File: config.mk
export PLATFORM = sky130hd
export DESIGN_NAME = seg_counter_display
export DESIGN_NICKNAME = d
export VERILOG_FILES = /design/src/rtl/seg_counter_display.sv
export SDC_FILE = /design/constraint.sdc
export NUM_CORES = 1
export LEC_CHECK = 0
export ABC_CLOCK_PERIOD_IN_PS = 2550
export CAP_MARGIN = 20
export CORE_MARGIN = 4
export CORE_UTILIZATION = 57
export DETAILED_ROUTE_END_ITERATION = 8
export PLACE_DENSITY = 0.9
export SYNTH_ARGS = -nofsm -noshare
export SYNTH_HDL_FRONTEND = slang
export SYNTH_SLANG_ARGS = --single-unit
File: constraint.sdc
create_clock -name CLK100MHZ -period 2.55 [get_ports CLK100MHZ]
set_input_delay 0.6375 -clock CLK100MHZ [delete_from_list [all_inputs] [get_ports CLK100MHZ]]
set_output_delay 0.6375 -clock CLK100MHZ [all_outputs]
set_load 0.05 [all_outputs]
File: src/rtl/seg_counter_display.sv
// seg_counter_display
//   Multi-digit up/down counter with a time-multiplexed seven-segment driver
//   for an 8-digit common-anode display. A prescaler advances a DIGITS-nibble
//   counter every TICK_DIV enabled cycles. A scan divider walks the active
//   digits onto seg/AN. The low byte of the count is mirrored on LED.
//
// Build option:
//   SEG_BCD_EN  defined   -> each nibble counts decimal (max digit 9)
//               undefined -> hex counting (max digit 15)
//
// Ports:
//   CLK100MHZ  in   system clock
//   rst        in   synchronous, active-high reset
//   en         in   count enable; prescaler frozen when low
//   up_dn      in   count direction, 1 = up, 0 = down
//   load       in   synchronous load of load_val (beats a count step)
//   load_val   in   value to load, nibble k = digit k
//   seg        out  segment cathodes, active-low, seg[0]=a .. seg[6]=g
//   AN         out  digit anodes, active-low, AN[k] = digit k
//   LED        out  low byte of the count, zero-extended when DIGITS=1
module seg_counter_display #(
  parameter int unsigned DIGITS   = 4,
  parameter int unsigned TICK_DIV = 25_000_000,
  parameter int unsigned SCAN_DIV = 100_000
) (
  input  logic                  CLK100MHZ,
  input  logic                  rst,
  input  logic                  en,
  input  logic                  up_dn,
  input  logic                  load,
  input  logic [4*DIGITS-1:0]   load_val,
  output logic [6:0]            seg,
  output logic [7:0]            AN,
  output logic [7:0]            LED
);

  localparam int unsigned ValW  = 4 * DIGITS;
  localparam int unsigned PreW  = $clog2(TICK_DIV);
  localparam int unsigned ScanW = $clog2(SCAN_DIV);

`ifdef SEG_BCD_EN
  localparam logic [3:0] MaxDigit = 4'd9;
`else
  localparam logic [3:0] MaxDigit = 4'd15;
`endif

  logic [ValW-1:0]  value_q, value_d, stepped;
  logic [PreW-1:0]  pre_q, pre_d;
  logic [ScanW-1:0] scan_q, scan_d;
  logic [2:0]       idx_q, idx_d;
  logic [31:0]      value_ext;
  logic [3:0]       digit;
  logic [3:0]       nib;
  logic             carry;

  function automatic logic [6:0] decode(input logic [3:0] d);
    logic [6:0] s;
    case (d)
      4'h0: s = 7'b1000000;
      4'h1: s = 7'b1111001;
      4'h2: s = 7'b0100100;
      4'h3: s = 7'b0110000;
      4'h4: s = 7'b0011001;
      4'h5: s = 7'b0010010;
      4'h6: s = 7'b0000010;
      4'h7: s = 7'b1111000;
      4'h8: s = 7'b0000000;
      4'h9: s = 7'b0010000;
      4'hA: s = 7'b0001000;
      4'hB: s = 7'b0000011;
      4'hC: s = 7'b1000110;
      4'hD: s = 7'b0100001;
      4'hE: s = 7'b0000110;
      default: s = 7'b0001110;
    endcase
    return s;
  endfunction

  // Ripple carry/borrow from nibble 0 upward; carry out of the top is dropped.
  // An up step treats any nibble >= MaxDigit as the wrap point, so a loaded
  // BCD nibble above 9 wraps to 0 on the next up step.
  always_comb begin
    stepped = value_q;
    carry   = 1'b1;
    nib     = 4'd0;
    for (int k = 0; k < int'(DIGITS); k++) begin
      nib = value_q[4*k +: 4];
      if (carry) begin
        if (up_dn) begin
          if (nib >= MaxDigit) begin
            nib = 4'd0;
          end else begin
            nib   = nib + 4'd1;
            carry = 1'b0;
          end
        end else begin
          if (nib == 4'd0) begin
            nib = MaxDigit;
          end else begin
            nib   = nib - 4'd1;
            carry = 1'b0;
          end
        end
      end
      stepped[4*k +: 4] = nib;
    end
  end

  // Count path: load beats a pending step; en=0 freezes the prescaler.
  always_comb begin
    value_d = value_q;
    pre_d   = pre_q;
    if (load) begin
      value_d = load_val;
      pre_d   = '0;
    end else if (en) begin
      if (pre_q == PreW'(TICK_DIV - 1)) begin
        pre_d   = '0;
        value_d = stepped;
      end else begin
        pre_d = pre_q + PreW'(1);
      end
    end
  end

  // Scan path runs independently of en and load.
  always_comb begin
    scan_d = scan_q + ScanW'(1);
    idx_d  = idx_q;
    if (scan_q == ScanW'(SCAN_DIV - 1)) begin
      scan_d = '0;
      idx_d  = (idx_q == 3'(DIGITS - 1)) ? 3'd0 : idx_q + 3'd1;
    end
  end

  assign value_ext = 32'(value_q);
  assign digit     = value_ext[{idx_q, 2'b00} +: 4];

  always_ff @(posedge CLK100MHZ) begin
    if (rst) begin
      value_q <= '0;
      pre_q   <= '0;
      scan_q  <= '0;
      idx_q   <= 3'd0;
      seg     <= 7'b1000000;
      AN      <= 8'b11111110;
      LED     <= 8'h00;
    end else begin
      value_q <= value_d;
      pre_q   <= pre_d;
      scan_q  <= scan_d;
      idx_q   <= idx_d;
      // Outputs reflect value/idx as of the previous edge.
      seg     <= decode(digit);
      AN      <= ~(8'd1 << idx_q);
      LED     <= value_ext[7:0];
    end
  end

endmodule

==> results.json, run 1 <==
{
  "num_rows": 31,
  "fp.dieArea_mm2": 0.009264,
  "holdBufCountCts": 0,
  "final_max_slew_viol_count": 0,
  "crit_slowest_cell": "clkdlybuf4s50_1",
  "hp-class": "flop to flop",
  "clockBufferDepth": 2,
  "ys_ff_latch": 84,
  "critPathKind": "input pin to flop",
  "grt_pass1_vias": 4002,
  "cp_max_fo": 8,
  "dpl.hpwl_um": 7331,
  "nets": 598,
  "fin_util": 0.7153,
  "gr-usage-all-layers": 0.2416,
  "hp-start": "scan_q[0]",
  "clkTransAtPathRegs_ps": 90,
  "drc_errors": 0,
  "synth.top_cell.area_share": 0.3788,
  "gr-total-overflow": 0,
  "r2r_slack_ps": 300,
  "ant_nets": 0,
  "timing.fmax_mhz": 425.7,
  "syn-num-nets": 549,
  "cts-root-buf": "clkbuf_8",
  "grt_use_met1": 0.2756,
  "gr-max-usage-layer": "met2",
  "p_leak_uw": 0.001910,
  "yosysSeqAreaShare": 0.3788,
  "die_h_um": 96.25,
  "drt-wirelength-per-cell_um": 15.82,
  "drive_above_1_share": 0.1050,
  "post_cts_buffers": 0,
  "synth_top_area_cell": "dfxtp_1",
  "power.density_mw_per_mm2": 539.7,
  "synthesis.area_mm2": 0.004439,
  "num-fill-cells": 535,
  "initial_core_util": 0.5992,
  "rsz0062_at_grt": "false",
  "synth_edf_count": 0,
  "ioPinCount": 44,
  "cts_resized": 0,
  "ir_drop_mv": 0.2969,
  "worst_pin_slew_ps": 509.8,
  "setup_viol": 0,
  "ys_dominant_reg_cell": "dfxtp_1",
  "slew_headroom": 0.6590,
  "ys_top_cells_by_area": "dfxtp_1, nor2_1, ha_1",
  "routed_via_density": 5.959,
  "antenna_cells": 0,
  "synth_cell_type_count": 61,
  "cts_buffers": 9,
  "grt_pass1_wl_um": 17800,
  "worstSetupEndpointType": "flop",
  "clock_sinks": 84,
  "tns_ps": 0,
  "period_share": 0.9213,
  "drtIter0Drc": 325,
  "seq_area_mm2": 0.001682,
  "worstPathArrival_ps": 2600,
  "status": "complete, no violations",
  "cts_tree": "built",
  "fp.dieW_um": 96.25,
  "critPathLaunchType": "input pin",
  "clock_skew_ps": 13.56,
  "vias": 3939,
  "syn_area_per_cell_um2": 8.739,
  "core_area_mm2": 0.007408,
  "place.gp.congestion": 0.9477,
  "met3_usage": 0.05473,
  "reg2reg_depth": 8,
  "rr_endpoint": "value_q[10]",
  "fin_crit_ps": 2349,
  "cp_data_required_time_ps": 2800,
  "min_path_cells": 1,
  "cts_max_level": 3,
  "io_buffers": 43,
  "final_hold_viol_count": 0,
  "yosys_warnings": 0,
  "antenna_found_initial": 0,
  "drt-pass1-iter-count": 7,
  "grt_max_degree": 26,
  "critPathMaxStageDelay_ps": 570,
  "wl_um": 10460,
  "reg2reg_from": "value_q[0]",
  "met2_usage": 0.4347,
  "clk_latency_ps": 370,
  "synthCells": 508,
  "worstPathCellList": "clkdlybuf4s50_1, nor4b_2, o22ai_1, or3_1, o311ai_1, a21oi_1",
  "async_flop_share": 0,
  "synthToLayoutAreaGrowth_pct": 19.36,
  "max_cap_violations": 0,
  "min_to": "scan_q[0]",
  "multiInputGateArea_mm2": 0.002550
}
state kept, by name (all words and copies together) (netlist names):
signal   flops
idx_q        3
AN           8
value_q     16
seg          7
scan_q      17
LED          8
pre_q       25
worst max-delay path by stage:
stage / startpoint / endpoint / slack (ps) / depth (start not counted)
floorplan: value_q[0] / value_q[8] / 570 / 8
global placement: up_dn / value_q[8] / 3 / 6
detailed placement: up_dn / value_q[8] / -160 / 6
CTS: up_dn / value_q[8] / 200 / 6
global route: up_dn / value_q[14] / 80 / 6
finish: up_dn / value_q[8] / 200 / 6
cell usage in the layout, fill, tap and decap left out, types with 6 or more instances in the layout:
master,n
nor3_1,12
nand3_1,17
dfxtp_1,84
and3_1,6
nand4_1,12
nor2b_1,6
o211ai_1,6
nand2_1,37
a211oi_1,7
inv_1,24
mux2i_1,11
clkbuf_8,9
a21oi_1,21
clkdlybuf4s50_1,43
buf_4,20
nor2_1,76
ha_1,20
nor4_1,6
xor2_1,23
o21ai_0,8
xnor2_1,22
Yosys cell counts (7+ instances only):
| cell | count |
|---|---|
| nor2_1 | 76 |
| inv_1 | 24 |
| xor2_1 | 23 |
| a21oi_1 | 21 |
| nand3_1 | 17 |
| dfxtp_1 | 84 |
| buf_2 | 10 |
| ha_1 | 20 |
| o21ai_0 | 8 |
| nand4_1 | 12 |
| a211oi_1 | 7 |
| clkbuf_1 | 15 |
| xnor2_1 | 22 |
| nor3_1 | 12 |
| nand2_1 | 37 |
| mux2i_1 | 11 |
per-stage QoR:
| step | std cells | worst slack, ps | hold WS [ps] | power (uW) | instance area (um2) |
|---|---|---|---|---|---|
| final | 661 | 200.7 | 483.8 | 2860 | 5299 |
| after global routing | 661 | 77.07 | 516.8 | 2956 | 5299 |
| after global placement | 645 | 2.708 | 441.2 | 1764 | 5070 |
| after floorplan | 508 | 568.6 | 430.2 | 1648 | 4439 |
| after detailed placement | 645 | -161.0 | 461.4 | 1778 | 5070 |
| after CTS | 661 | 201.8 | 482.3 | 2862 | 5299 |
cells by family (layout without fill, tap and decap cells):
| family | Yosys count | count (layout) | share of synthesized area |
|---|---|---|---|
| AO/OA/AOI/OAI | 76 | 76 | 0.1195 |
| AND/OR/NAND/NOR | 215 | 215 | 0.2621 |
| multiplexers | 16 | 16 | 0.04763 |
| flip-flops | 84 | 84 | 0.3788 |
| buffers and inverters | 52 | 106 | 0.04679 |
| XOR/XNOR | 45 | 45 | 0.08878 |
| adder cells (fa/ha/maj) | 20 | 20 | 0.05637 |
cell type report:
type	instances	area share
timing repair buffer	65	0.1171
inverter	25	0.01771
clock inverter	7	0.01983
clock buffer	9	0.02338
sequential	84	0.3174
tap	99	0.02338
multi-input combinational	372	0.4812
worst max-delay path, delay by kind of cell:
kind	cells	cell delay, ps
compound gates	3	650
simple gates	2	740
buf+inv	1	570
power breakdown:
group	total (uW)	internal [uW]	switching (uW)
clock network	1100	569	531
logic	366	162	204
registers	1390	1350	47.4
total	2860	2080	783
per-layer routing:
| layer | wire, um | part of all wire |
|---|---|---|
| met1 | 4192 | 0.40 |
| met4 | 235 | 0.022 |
| met5 | 0 | 0 |
| met2 | 5383 | 0.51 |
| met3 | 645 | 0.062 |
Power figures use the tool's default switching activity.
==> run 2: changes to the inputs <==
--- a/config.mk
+++ b/config.mk
@@ -14,3 +14,4 @@
 export SYNTH_ARGS = -nofsm -noshare
 export SYNTH_HDL_FRONTEND = slang
 export SYNTH_SLANG_ARGS = --single-unit
+export TNS_END_PERCENT = 100
==> results of run 2 <==
Same layout as run 1: the final DEF is identical, and so are final timing and power.
==> run 3: changes to the inputs <==
--- a/config.mk
+++ b/config.mk
@@ -5,7 +5,7 @@
 export SDC_FILE = /design/constraint.sdc
 export NUM_CORES = 1
 export LEC_CHECK = 0
-export ABC_CLOCK_PERIOD_IN_PS = 2550
+export ABC_CLOCK_PERIOD_IN_PS = 2300
 export CAP_MARGIN = 20
 export CORE_MARGIN = 4
 export CORE_UTILIZATION = 57
==> constraint.sdc (replaced) <==
create_clock -name CLK100MHZ -period 2.3 [get_ports CLK100MHZ]
set_input_delay 0.575 -clock CLK100MHZ [delete_from_list [all_inputs] [get_ports CLK100MHZ]]
set_output_delay 0.575 -clock CLK100MHZ [all_outputs]
set_load 0.05 [all_outputs]
==> results.json, run 3 (same netlist as run 1, synthesis figures left out) <==
{
  "drive_above_1_share": 0.1193,
  "power.density_mw_per_mm2": 594.9,
  "die_h_um": 96.25,
  "p_int_uw": 2310,
  "cts_buffers": 9,
  "io_buffers": 43,
  "p_total_uw": 3189,
  "vias": 3981,
  "post-place-ws_ps": -264.1,
  "core_area_mm2": 0.007408,
  "grt_pass1_vias": 3896,
  "gr-total-overflow": 0,
  "clockBufferDepth": 2,
  "drc_errors": 0,
  "rsz0062_at_grt": "false",
  "clock_skew_ps": 18.36,
  "slew_headroom": 0.6614,
  "status": "complete, no violations",
  "routed_via_density": 5.951,
  "fp.dieArea_mm2": 0.009264,
  "reg_top3": "pre_q (25), scan_q (17), value_q (16)",
  "fp.dieW_um": 96.25,
  "drt-wirelength-per-cell_um": 15.64,
  "post_cts_buffers": 0,
  "clkTransAtPathRegs_ps": 90,
  "drtIter0Drc": 255,
  "worst_pin_slew_ps": 506.3,
  "place.gp.congestion": 0.9179,
  "power_frac_clock": 0.387,
  "num_rows": 31,
  "grt_pass1_wl_um": 17510,
  "nets": 606,
  "seq_power_share": 0.485,
  "cts_max_level": 3,
  "ir_drop_mv": 0.3848,
  "cp_data_required_time_ps": 2550,
  "layout_common_cells": "dfxtp_1, nor2_1, clkdlybuf4s50_1, nand2_1, buf_4",
  "num-fill-cells": 520,
  "largest_register": "pre_q",
  "final_hold_viol_count": 0,
  "worstSetupEndpointType": "flop",
  "tns_ps": 0,
  "final_max_slew_viol_count": 0,
  "grt_max_degree": 26,
  "largest_reg_flops": 25,
  "initial_core_util": 0.5992,
  "cts_tree": "built",
  "switching_share": 0.2758,
  "cts-root-buf": "clkbuf_8",
  "multiInputGateArea_mm2": 0.002565,
  "period_share": 0.9715,
  "cp_max_fo": 8,
  "drt-pass1-iter-count": 7,
  "critPathKind": "input pin to flop",
  "timing.fmax_mhz": 447.5,
  "timing.final.ws_setup_ps": 65.56,
  "clock_sinks": 84,
  "max_cap_violations": 0,
  "clk_latency_ps": 370,
  "ioPinCount": 44,
  "fin_crit_ps": 2234,
  "power_frac_comb": 0.129,
  "setup_viol": 0,
  "antenna_found_initial": 0,
  "p_switching_uw": 879.5,
  "synthToLayoutAreaGrowth_pct": 20.77,
  "ant_nets": 0,
  "worstPathArrival_ps": 2490,
  "fin_util": 0.7237,
  "p_leak_uw": 0.001969,
  "place_area_mm2": 0.005117,
  "dpl.hpwl_um": 7520,
  "design_area_mm2": 0.005361,
  "critPathLaunchType": "input pin",
  "wl_um": 10460,
  "hp-class": "flop to flop",
  "gr-usage-all-layers": 0.2408,
  "final_common_cell": "dfxtp_1",
  "antenna_cells": 0,
  "seq_area_mm2": 0.001682
}
==> run 3: timing repair <==
action	CTS	global route
hold buffers	0	0
endpoints found under the setup margin	0	4
gates resized for setup	0	2
==> run 3: worst paths after layout <==
| check | from | endpoint | slack, ps | depth (start not counted) |
|---|---|---|---|---|
| worst max register to register | value_q[1] | value_q[14] | 120 | 7 |
| worst min register to register | scan_q[0] | scan_q[0] | 480 | 1 |
| worst max-delay path | up_dn | value_q[14] | 70 | 7 |
| worst min-delay path | scan_q[0] | scan_q[0] | 480 | 1 |
==> run 3: area by class of cell <==
class,instances,share of cell area
Clock inverter,7,0.01960
Timing Repair Buffer,73,0.1246
Multi-Input combinational cell,372,0.4784
Clock buffer,9,0.02310
Tap cell,99,0.02310
Inverter,25,0.01750
Sequential cell,84,0.3137
==> run 3: power by group through the flow <==
| stage | Clock, uW | Combinational [uW] | Sequential [uW] |
|---|---|---|---|
| floorplan | 0 | 222 | 1610 |
| global placement | 0 | 387 | 1570 |
| detailed placement | 0 | 401 | 1580 |
| CTS | 1230 | 404 | 1540 |
| global route | 1290 | 446 | 1550 |
| finish | 1230 | 411 | 1550 |
==> run 3: critical path, cell delays in order <==
cell	delay, ps
clkdlybuf4s50_1	400
buf_4	180
nor4b_2	300
o22ai_2	180
or3_1	390
nor4_1	390
nor2_1	70
==> run 3: layer usage <==
layer  vias up  track usage  wire length (um)
met4         0       0.1137               332
met3        30      0.04535               608
met5         -            0                 0
met1      1890       0.2727              4306
li1       1908            -                 -
met2       153       0.4319              5215
==> run 3: metrics by stage <==
stage	hold slack (ps)	cells
2_1_floorplan	430.2	508
3_3_place_gp	440.0	653
3_5_place_dp	472.6	653
4_1_cts	492.3	669
5_1_grt	495.9	669
6_report	481.7	669
